$ cat config.mk
export PLATFORM = sky130hd
export DESIGN_NAME = imem_port_arbiter
export DESIGN_NICKNAME = d
export VERILOG_FILES = /design/src/rtl/imem_pkg.sv /design/src/rtl/imem_arb_core.sv /design/src/rtl/imem_port_arbiter.sv
export SDC_FILE = /design/constraint.sdc
export NUM_CORES = 1
export LEC_CHECK = 0
export BUFFER_PORTS_ARGS = -buffer_cell sky130_fd_sc_hd__buf_2
export CAP_MARGIN = 5
export CORE_MARGIN = 2
export CORE_UTILIZATION = 30
export DETAILED_ROUTE_END_ITERATION = 8
export SLEW_MARGIN = 20
export SYNTH_ARGS = -nofsm -noshare
export SYNTH_HDL_FRONTEND = slang
export SYNTH_SLANG_ARGS = --single-unit
$ cat constraint.sdc
create_clock -name CLK_SYS -period 3.2 [get_ports CLK_SYS]
set_input_delay 0.32 -clock CLK_SYS [delete_from_list [all_inputs] [get_ports CLK_SYS]]
set_output_delay 0.32 -clock CLK_SYS [all_outputs]
set_load 0.02 [all_outputs]
$ cat src/rtl/imem_pkg.sv
// -----------------------------------------------------------------------------
// imem_pkg
// Shared definitions for the instruction-memory port arbiter:
//   IMEM_ADDR_W / IMEM_DATA_W : default word address / data widths
//   LD_CNT_W                  : width of the loader burst counter
//   owner_e                   : which requester owns the read in flight
//   next_owner()              : owner to record for the current cycle's grant
// -----------------------------------------------------------------------------
package imem_pkg;

  localparam int IMEM_ADDR_W = 10;
  localparam int IMEM_DATA_W = 32;
  localparam int LD_CNT_W    = 4;

  typedef enum logic [1:0] {
    OWN_NONE  = 2'd0,
    OWN_FETCH = 2'd1,
    OWN_LOAD  = 2'd2
  } owner_e;

  // Only reads leave a response behind; a loader write records no owner.
  function automatic owner_e next_owner(input logic fetch_gnt,
                                        input logic ld_gnt,
                                        input logic ld_we);
    owner_e own;
    if (ld_gnt && !ld_we) begin
      own = OWN_LOAD;
    end else if (fetch_gnt) begin
      own = OWN_FETCH;
    end else begin
      own = OWN_NONE;
    end
    return own;
  endfunction

endpackage

$ cat src/rtl/imem_arb_core.sv
// -----------------------------------------------------------------------------
// imem_arb_core
// Per-cycle grant logic between the fetch unit and the loader, plus the
// loader burst counter that guarantees fetch progress under contention.
//   CLK_SYS    in   system clock
//   rst        in   asynchronous active-low reset
//   fetch_req  in   fetch request
//   ld_req     in   loader request
//   fetch_gnt  out  fetch granted this cycle (combinational)
//   ld_gnt     out  loader granted this cycle (combinational)
// -----------------------------------------------------------------------------
module imem_arb_core
  import imem_pkg::*;
#(
  parameter int MAX_LD_BURST = 4
) (
  input  logic CLK_SYS,
  input  logic rst,
  input  logic fetch_req,
  input  logic ld_req,
  output logic fetch_gnt,
  output logic ld_gnt
);

  localparam logic [LD_CNT_W-1:0] MAX_CNT = LD_CNT_W'(MAX_LD_BURST);

  logic [LD_CNT_W-1:0] ld_cnt_r;
  logic                ld_cap_s;
  logic                fetch_gnt_s;
  logic                ld_gnt_s;

  // Grant decision: loader first unless it has used up its burst while fetch waits.
  always_comb begin
    fetch_gnt_s = 1'b0;
    ld_gnt_s    = 1'b0;
    ld_cap_s    = (ld_cnt_r == MAX_CNT);
    if (!rst) begin
      fetch_gnt_s = 1'b0;
      ld_gnt_s    = 1'b0;
    end else if (ld_req && (!fetch_req || !ld_cap_s)) begin
      ld_gnt_s = 1'b1;
    end else if (fetch_req) begin
      fetch_gnt_s = 1'b1;
    end else begin
      fetch_gnt_s = 1'b0;
      ld_gnt_s    = 1'b0;
    end
  end

  // Burst counter: counts loader wins only while fetch is being held off.
  always_ff @(posedge CLK_SYS or negedge rst) begin
    if (!rst) begin
      ld_cnt_r <= {LD_CNT_W{1'b0}};
    end else if (!fetch_req || fetch_gnt_s) begin
      ld_cnt_r <= {LD_CNT_W{1'b0}};
    end else if (ld_gnt_s && !ld_cap_s) begin
      ld_cnt_r <= ld_cnt_r + {{(LD_CNT_W-1){1'b0}}, 1'b1};
    end else begin
      ld_cnt_r <= ld_cnt_r;
    end
  end

  assign fetch_gnt = fetch_gnt_s;
  assign ld_gnt    = ld_gnt_s;

endmodule

$ cat src/rtl/imem_port_arbiter.sv
// -----------------------------------------------------------------------------
// imem_port_arbiter
// Shares the single-port synchronous-read instruction memory between the CPU
// fetch unit (read only) and the loader/debug port (read/write). Read data is
// steered back to the issuing requester two edges after its grant.
//   CLK_SYS, rst                   clock, async active-low reset
//   fetch_req/addr -> fetch_gnt    fetch request side
//   fetch_valid, fetch_data        fetch response (registered)
//   ld_req/we/addr/wdata -> ld_gnt loader request side
//   ld_valid, ld_rdata             loader read response (registered)
//   mem_en/we/addr/wdata, mem_rdata instruction memory port
// -----------------------------------------------------------------------------
module imem_port_arbiter
  import imem_pkg::*;
#(
  parameter int ADDR_W       = IMEM_ADDR_W,
  parameter int DATA_W       = IMEM_DATA_W,
  parameter int MAX_LD_BURST = 4
) (
  input  logic              CLK_SYS,
  input  logic              rst,
  input  logic              fetch_req,
  input  logic [ADDR_W-1:0] fetch_addr,
  output logic              fetch_gnt,
  output logic              fetch_valid,
  output logic [DATA_W-1:0] fetch_data,
  input  logic              ld_req,
  input  logic              ld_we,
  input  logic [ADDR_W-1:0] ld_addr,
  input  logic [DATA_W-1:0] ld_wdata,
  output logic              ld_gnt,
  output logic              ld_valid,
  output logic [DATA_W-1:0] ld_rdata,
  output logic              mem_en,
  output logic              mem_we,
  output logic [ADDR_W-1:0] mem_addr,
  output logic [DATA_W-1:0] mem_wdata,
  input  logic [DATA_W-1:0] mem_rdata
);

  logic              fetch_gnt_s;
  logic              ld_gnt_s;
  logic [ADDR_W-1:0] mem_addr_s;
  logic [DATA_W-1:0] mem_wdata_s;
  owner_e            owner_r;
  logic              fetch_valid_r;
  logic [DATA_W-1:0] fetch_data_r;
  logic              ld_valid_r;
  logic [DATA_W-1:0] ld_rdata_r;

  imem_arb_core #(
    .MAX_LD_BURST (MAX_LD_BURST)
  ) u_arb_core (
    .CLK_SYS   (CLK_SYS),
    .rst       (rst),
    .fetch_req (fetch_req),
    .ld_req    (ld_req),
    .fetch_gnt (fetch_gnt_s),
    .ld_gnt    (ld_gnt_s)
  );

  // Memory address/data mux; parked at zero when nobody is granted.
  always_comb begin
    mem_addr_s  = {ADDR_W{1'b0}};
    mem_wdata_s = {DATA_W{1'b0}};
    if (ld_gnt_s) begin
      mem_addr_s  = ld_addr;
      mem_wdata_s = ld_wdata;
    end else if (fetch_gnt_s) begin
      mem_addr_s  = fetch_addr;
      mem_wdata_s = {DATA_W{1'b0}};
    end else begin
      mem_addr_s  = {ADDR_W{1'b0}};
      mem_wdata_s = {DATA_W{1'b0}};
    end
  end

  // Owner of the read whose data appears on mem_rdata next cycle.
  always_ff @(posedge CLK_SYS or negedge rst) begin
    if (!rst) begin
      owner_r <= OWN_NONE;
    end else begin
      owner_r <= next_owner(fetch_gnt_s, ld_gnt_s, ld_we);
    end
  end

  // Response registers: capture mem_rdata for the owner, hold data otherwise.
  always_ff @(posedge CLK_SYS or negedge rst) begin
    if (!rst) begin
      fetch_valid_r <= 1'b0;
      fetch_data_r  <= {DATA_W{1'b0}};
      ld_valid_r    <= 1'b0;
      ld_rdata_r    <= {DATA_W{1'b0}};
    end else begin
      fetch_valid_r <= (owner_r == OWN_FETCH);
      ld_valid_r    <= (owner_r == OWN_LOAD);
      if (owner_r == OWN_FETCH) begin
        fetch_data_r <= mem_rdata;
      end else begin
        fetch_data_r <= fetch_data_r;
      end
      if (owner_r == OWN_LOAD) begin
        ld_rdata_r <= mem_rdata;
      end else begin
        ld_rdata_r <= ld_rdata_r;
      end
    end
  end

  assign fetch_gnt   = fetch_gnt_s;
  assign ld_gnt      = ld_gnt_s;
  assign mem_en      = fetch_gnt_s | ld_gnt_s;
  assign mem_we      = ld_gnt_s & ld_we;
  assign mem_addr    = mem_addr_s;
  assign mem_wdata   = mem_wdata_s;
  assign fetch_valid = fetch_valid_r;
  assign fetch_data  = fetch_data_r;
  assign ld_valid    = ld_valid_r;
  assign ld_rdata    = ld_rdata_r;

endmodule
### Word level (Yosys, flattened, before mapping)

Index checks and enable logic that the tools add are counted.
W data, S select, Z words.

* add/subtract/negate cells: 1
* equal/unequal tests: 3
* multiplexer cells: 12
* bitwise gates (word level): 2
* reductions and logical operators: 9

Operators with widths (number)
* $mux W32: 1
* $mux W10: 2
* $mux W4: 2
* $mux W1: 6
* $add A4 B1 Y4 const B: 1
* $eq A4 B3 Y1 const B: 1
* $logic_and A1 B1 Y1: 3
* $logic_not A1 Y1: 3
* $eq A2 B1 Y1 const B: 1
* $eq A2 B2 Y1 const B: 1
* $logic_or A1 B1 Y1: 2
* $mux W2: 1
* $reduce_bool A2 Y1: 1
* $and A1 B1 Y1: 1
* $or A1 B1 Y1: 1

* register bits after elaboration: 72
* input bits: 89
* output and inout bits: 112
* word-level logic and storage cells: 33

### Depth between registers and ports, before layout

Gate-level depths: netlist of the first run.

* word-level depth: 9
* mapped depth: 7
* gate-level depth less buffers: 5

### Cells and area by module

From an unflattened synthesis of the first run, not the netlist that was laid out.

* cell total of the unflattened synthesis: 229
* area total of the unflattened synthesis: 3415.8 um^2

Modules (own cells, without submodules)
* imem_port_arbiter: times used 1, cells each 197, area each 3146.8 um^2, seq. area each 1701.6 um^2
* imem_arb_core: times used 1, cells each 32, area each 269.0 um^2, seq. area each 100.1 um^2

### Worst setup path before layout of the first run

OpenSTA, ideal clock, no wires.

* path type: reg2out
* start: reg u_arb_core.ld_cnt_r[0]
* end: out mem_addr[4]
* arrival: 1.457 ns
* data required time: 2.880 ns
* slack: 1.423 ns
* stages on the path, launching flop included: 8
* path buffers: 2
* cells stage by stage: dfrtp_1 > inv_1 > ha_1 > nand3b_4 > o211a_1 > buf_6 > buf_6 > a22o_1

* longest elaborated chain between the ends: 8

RTL lines
* start, declared: line imem_arb_core.sv:27 `logic [LD_CNT_W-1:0] ld_cnt_r;`
* start signal, assigned: line imem_arb_core.sv:53 `ld_cnt_r <= {LD_CNT_W{1'b0}};`
* start signal, assigned: line imem_arb_core.sv:55 `ld_cnt_r <= {LD_CNT_W{1'b0}};`
* start signal, assigned: line imem_arb_core.sv:57 `ld_cnt_r <= ld_cnt_r + {{(LD_CNT_W-1){1'b0}}, 1'b1};`
* $eq A4 B3 Y1 *: line imem_arb_core.sv:36 `ld_cap_s = (ld_cnt_r == MAX_CNT);`
* $logic_not A1 Y1 *: line imem_arb_core.sv:40 `end else if (ld_req && (!fetch_req || !ld_cap_s)) begin`
* $logic_or A1 B1 Y1 *: line imem_arb_core.sv:40
* $logic_and A1 B1 Y1 *: line imem_arb_core.sv:40
* $mux W1: line imem_arb_core.sv:40
* $mux W1: line imem_arb_core.sv:37 `if (!rst) begin`
* $mux W10: line imem_port_arbiter.sv:69 `end else if (fetch_gnt_s) begin`
* $mux W10 *: line imem_port_arbiter.sv:66 `if (ld_gnt_s) begin`
* end, declared: line imem_port_arbiter.sv:36 `output logic [ADDR_W-1:0] mem_addr,`

Mark *: on every way between the ends. The rest lies on a longest branch, timed or not.

### Final worst setup path of the first run

* start: reg u_arb_core.ld_cnt_r[0]
* end: out mem_wdata[16]

* longest elaborated chain between the ends: 7

RTL lines
* $eq A4 B3 Y1: line imem_arb_core.sv:36
* $logic_not A1 Y1: line imem_arb_core.sv:40
* $logic_or A1 B1 Y1: line imem_arb_core.sv:40
* $logic_and A1 B1 Y1: line imem_arb_core.sv:40
* $mux W1: line imem_arb_core.sv:40
* $mux W1: line imem_arb_core.sv:37
* $mux W32: line imem_port_arbiter.sv:66
* end, declared: line imem_port_arbiter.sv:37 `output logic [DATA_W-1:0] mem_wdata,`

Every way passes these cells.

==> impl_metrics.toml, run 1 <==
[placement]
gp_congestion = 0.787
portBuffers = 200
place_hpwl_mm = 5.85

[clocking]
clock_path_buffers = 2
cts_tree = "yes"
cts_root_buf = "clkbuf_8"
cts_buffers = 9
clkSinkCount = 72
clk_latency_ns = 0.33
path_clk_slew_ns = 0.08
htree_levels = 3
cts_setup_buffers = 0

[setup_path]
cpMaxStageDelayCell = "o211a_1"
max_stage_delay_ns = 0.80
worstSetupEndpointType = "output port"
worstPathArrival_ns = 2.41
worstPathCellList = "inv_1 -> ha_1 -> nand3b_4 -> o211a_1 -> and2_1 -> buf_2"
crit_type = "register to output port"
critPathLaunchType = "register"
crit_fanout = 45
r2r_slack_ns = 1.28
required_ns = 2.88

[hold_path]
hold_class = "input pin to register"

[routing]
viasPerCell = 4.47
num_vias = 2521
drt_iter0_markers = 75
final_antenna_net_count = 0
drc = 0
avgRoutedWirePerCell_um = 13.7
drt-pass1-iter-count = 4
totalWireLength_mm = 7.73

[global_routing]
antenna_found_initial = 0
grt_pass1_vias = 2454
overflow = 0
grt_pass1_wl_mm = 11.9
grt_max_degree = 72
track_usage_pct = 13.5

[floorplanning]
start_util_pct = 30.5
dieArea_um2 = 11200
die_y_um = 106
rows = 37
coreArea_um2 = 10200
die_w_um = 106
io_pins = 201

[synthesis]
synth_warnings = 0
synth_seq_cells = 72
ys_seq_area_share_pct = 57.7
synth_nets = 315
synthCells = 224
synth.distinct_cells = 22
synth_area_um2 = 3120
syn_area_per_cell_um2 = 13.9

[sta]
drv_slew = 0
min_period_ns = 2.73
fmax_mhz = 366
setup_viol = 0
finalCritPeriodShare_pct = 85.4
skew_ns = 0.00412
tns_ns = 0
hold_ws_ns = 0.162
rsz0062_at_grt = "no"
hold_viol = 0
tightestPinTransition_ns = 0.986
slew_headroom_pct = 34.2

[power]
power.switching_w = 0.000868
swShare_pct = 33.0
leakagePower_nw = 2.29
power.density_nw_per_um2 = 595
p_comb_share_pct = 28.6
p_int_w = 0.00176
p_clk_share_pct = 27.3
pwr-share-seq_pct = 44.0
ir_worst_vdd_uv = 239

[layout]
final_common_cell = "buf_2"
diodes = 0
nets = 514
final.fill_count = 1002
drive_gt1_share_pct = 66.1
area_delta_synth_final_pct = 41.5
layout_common_cells = "199 x buf_2, 72 x dfrtp_1, 64 x mux2_2, 33 x and2_1, 10 x a22o_1"

[status]
status = "completed"

[flow_run]
maxCapViolCount = 0
metal layers:
metal / global-route usage, % / up-vias / routed length, µm
met5: 0 / - / 0
met3: 4.60 / 6 / 649
met1: 15.8 / 1196 / 3250
met2: 23.5 / 146 / 3760
li1: - / 1173 / -
met4: 3.38 / 0 / 76
power by group through the flow:
stage	combinational (W)	sequential, W	clock, W
2_1_floorplan	0.000238	0.00139	0
4_1_cts	0.000766	0.00116	0.000744
3_3_place_gp	0.000754	0.00117	0
5_1_grt	0.000804	0.00118	0.000788
3_5_place_dp	0.000764	0.00118	0
6_report	0.000753	0.00116	0.000718
worst max-delay path: cells and delay by family, from the launching register on:
family,cells,cell delay [ns]
AOI/OAI and AO/OA,1,0.80
adders and majority gates,1,0.24
buffers and inverters,2,0.24
DFF,1,0.42
and+or+nand+nor,2,0.37
path summary, 6_finish.rpt:
path / start / to / cells after the start
hold reg to reg: fetch_data[22] / fetch_data[22] / 1
setup reg to reg: u_arb_core.ld_cnt_r[0] / owner_r[1] / 5
max in group asynchronous: rst / fetch_data[31] / 3
hold / removal: ld_we / owner_r[1] / 2
min in group asynchronous: rst / u_arb_core.ld_cnt_r[0] / 2
setup / recovery: u_arb_core.ld_cnt_r[0] / mem_wdata[16] / 6
synth_stat cells:
library cell	number	area, µm²
o21a_1	1	7.51
o211a_1	1	10.0
nand2b_1	2	12.5
and2_1	33	206
nand2_1	4	15.0
nor2b_1	3	18.8
buf_2	9	45.0
xor2_1	1	8.76
ha_1	2	25.0
nand4b_1	2	17.5
o21ai_0	3	15.0
buf_6	5	56.3
dfrtp_1	72	1800
nand3_1	1	5.00
inv_1	5	18.8
a21oi_1	2	10.0
nand4_1	1	6.26
or2b_1	1	7.51
nand3b_4	1	20.0
a22o_1	10	87.6
a31oi_1	1	6.26
mux2_2	64	721
flip-flops by register name, indices dropped and copies added (netlist names):
register,flops
ld_valid,1
ld_rdata,32
u_arb_core.ld_cnt_r,4
owner_r,2
fetch_data,32
fetch_valid,1
stage by stage:
step                setup slack [ns]  instance area [µm²]  total power [W]  cells  util (%)
global placement               0.885                 4210          0.00192    547      41.2
finish                         0.467                 4420          0.00263    564      43.2
global route                   0.227                 4420          0.00277    564      43.2
floorplan                       1.42                 3120          0.00163    224         -
CTS                            0.412                 4420          0.00267    564      43.2
detailed placement             0.806                 4210          0.00194    547      41.2
cell families (layout without fill, tap and decap cells):
group / after synthesis / count (layout) / share of synthesized area [%]
AND/OR/NAND/NOR: 48 / 48 / 9.90
flip-flops: 72 / 72 / 57.7
XOR/XNOR: 1 / 1 / 0.281
buffers and inverters: 19 / 223 / 3.85
adder cells (fa/ha/maj): 2 / 2 / 0.801
multiplexers: 64 / 64 / 23.1
AO/OA/AOI/OAI: 18 / 18 / 4.37
final cells by class:
class	instances	area [µm²]	area share [%]
Timing Repair Buffer	202	1020	23.1
Tap cell	136	170	3.85
Inverter	5	18.8	0.425
Sequential cell	72	1800	40.8
Multi-Input combinational cell	133	1210	27.4
Clock inverter	6	68.8	1.56
Clock buffer	10	128	2.89
what timing repair did:
action	CTS	global route
resized for setup	0	0
hold buffers	1	0
endpoints found under the hold margin	1	0
Power figures use the tool's default switching activity.
==> inputs of run 2 (changes only) <==
Settings changed: CTS_BUF_LIST set to sky130_fd_sc_hd__clkbuf_4, RECOVER_POWER set to 50.
==> run 2 against run 1 <==
Net effect: the flow now finishes with violations (capacitance limit, slew limit); largest cell class unchanged; non-clock buffer count is the same; hold slack worse by 0.071 ns; global-route usage grew 0.065 points; critical path type unchanged; highest routed layer unchanged; final cell count did not move; count of clock-buffer cells in the layout stayed put.
==> impl_metrics.toml, run 2 (synthesis results as in run 1) <==
[clocking]
cts_root_buf = "clkbuf_4"
cts_resized = 0
path_clk_slew_ns = 0.13
cts_buffers = 9
clock_path_buffers = 2
cts_hold_buf = 1
cts_setup_buffers = 0
clkSinkCount = 72
htree_levels = 3
cts_tree = "yes"
clk_latency_ns = 0.39

[flow_run]
maxCapViolCount = 3

[layout]
final.fill_count = 1052
layout_common_cells = "133 x buf_2, 72 x dfrtp_1, 66 x clkbuf_1, 64 x mux2_2, 33 x and2_1"
drive_gt1_share_pct = 50.5
layout.cells.non_filler = 564
diodes = 0
area_delta_synth_final_pct = 36.5
final_common_cell = "buf_2"
nets = 514

[sta]
hold_viol = 0
min_period_ns = 2.86
finalCritPeriodShare_pct = 89.3
rsz0062_at_grt = "no"
drv_slew = 140
layout_setup_ws_ns = 0.342
tns_ns = 0
skew_ns = 0.00988
slew_headroom_pct = -17.6
setup_viol = 0
tightestPinTransition_ns = 1.76
fmax_mhz = 350

[placement]
portBuffers = 200
pre_cts_ws_ns = 0.806
dp_cells = 547
gp_congestion = 0.787
place_hpwl_mm = 5.85

[setup_path]
crit_fanout = 45
max_stage_delay_ns = 0.82
crit_type = "register to output port"
worstPathCellList = "inv_1 -> ha_1 -> nand3b_1 -> o211a_1 -> and2_1 -> buf_2"
r2r_slack_ns = 0.92
required_ns = 2.88
worstSetupEndpointType = "output port"
worstPathArrival_ns = 2.54
cpMaxStageDelayCell = "o211a_1"
r2r_cells = 2
critPathLaunchType = "register"

[routing]
final_antenna_net_count = 0
num_vias = 2520
drt-pass1-iter-count = 3
totalWireLength_mm = 7.79
viasPerCell = 4.47
drt_iter0_markers = 75
drc = 0
avgRoutedWirePerCell_um = 13.8

[power]
swShare_pct = 34.8
leakagePower_nw = 2.08
power.switching_w = 0.000854
power.density_nw_per_um2 = 576
pwr-share-seq_pct = 47.4
p_int_w = 0.00160
p_comb_share_pct = 28.8
ir_worst_vdd_uv = 244
p_clk_share_pct = 23.8

[floorplanning]
die_w_um = 106
io_pins = 201
die_y_um = 106
start_util_pct = 30.5
coreArea_um2 = 10200
rows = 37
dieArea_um2 = 11200

[global_routing]
overflow = 0
grt_pass1_wl_mm = 11.9
grt_pass1_vias = 2442
antenna_found_initial = 0
grt_max_degree = 72
track_usage_pct = 13.5

[status]
status = "finished with violations"
violations = "capacitance limit, slew limit"

[hold_path]
hold_depth = 2
hold_class = "input pin to register"
-- run 2: cell type report --
class / count / area, µm² / area share (%)
clock buffers: 10 / 75.1 / 1.76
clock inverters: 6 / 68.8 / 1.62
inverters: 5 / 18.8 / 0.441
multi-input cells: 133 / 1190 / 27.9
flip-flops and latches: 72 / 1800 / 42.3
well taps: 136 / 170 / 3.99
repair buffers: 202 / 936 / 22.0
-- run 2: metrics by stage --
step | util, % | hold slack, ns | power [W] | cell area, µm²
final | 41.6 | 0.0905 | 0.00245 | 4260
after global routing | 41.6 | 0.0442 | 0.00260 | 4260
after CTS | 42.7 | 0.0660 | 0.00253 | 4370
after detailed placement | 41.2 | 0.141 | 0.00194 | 4210
after global placement | 41.2 | 0.136 | 0.00192 | 4210
after floorplan | - | 0.0244 | 0.00163 | 3120
-- run 2: path summary, 6_finish.rpt --
check,startpoint,to
setup / recovery,u_arb_core.ld_cnt_r[0],mem_wdata[16]
hold / removal,ld_we,owner_r[1]
setup reg to reg,owner_r[0],ld_rdata[30]
hold reg to reg,fetch_data[25],fetch_data[25]
max in group asynchronous,rst,ld_rdata[31]
min in group asynchronous,rst,u_arb_core.ld_cnt_r[0]
-- run 2: per-layer routing --
| metal | part of all wire, % | global-route usage, % | up-vias |
|---|---|---|---|
| met5 | 0 | 0 | - |
| met4 | 0.98 | 3.67 | 0 |
| met3 | 8.3 | 4.78 | 6 |
| met2 | 48 | 23.5 | 142 |
| met1 | 42 | 15.8 | 1197 |
| li1 | - | - | 1175 |
-- run 2: power by group through the flow --
stage	sequential, W	combinational, W	clock, W
2_1_floorplan	0.00139	0.000238	0
3_3_place_gp	0.00117	0.000754	0
3_5_place_dp	0.00118	0.000764	0
4_1_cts	0.00116	0.000766	0.000610
5_1_grt	0.00118	0.000756	0.000657
6_report	0.00116	0.000705	0.000584
-- run 2: worst max-delay path, delay by kind of cell (launching register included) --
kind | cells | cell delay [ns]
buffers and inverters | 2 | 0.24
AO/OA/AOI/OAI | 1 | 0.82
adder cells (fa/ha/maj) | 1 | 0.22
flip-flops | 1 | 0.44
AND/OR/NAND/NOR | 2 | 0.42
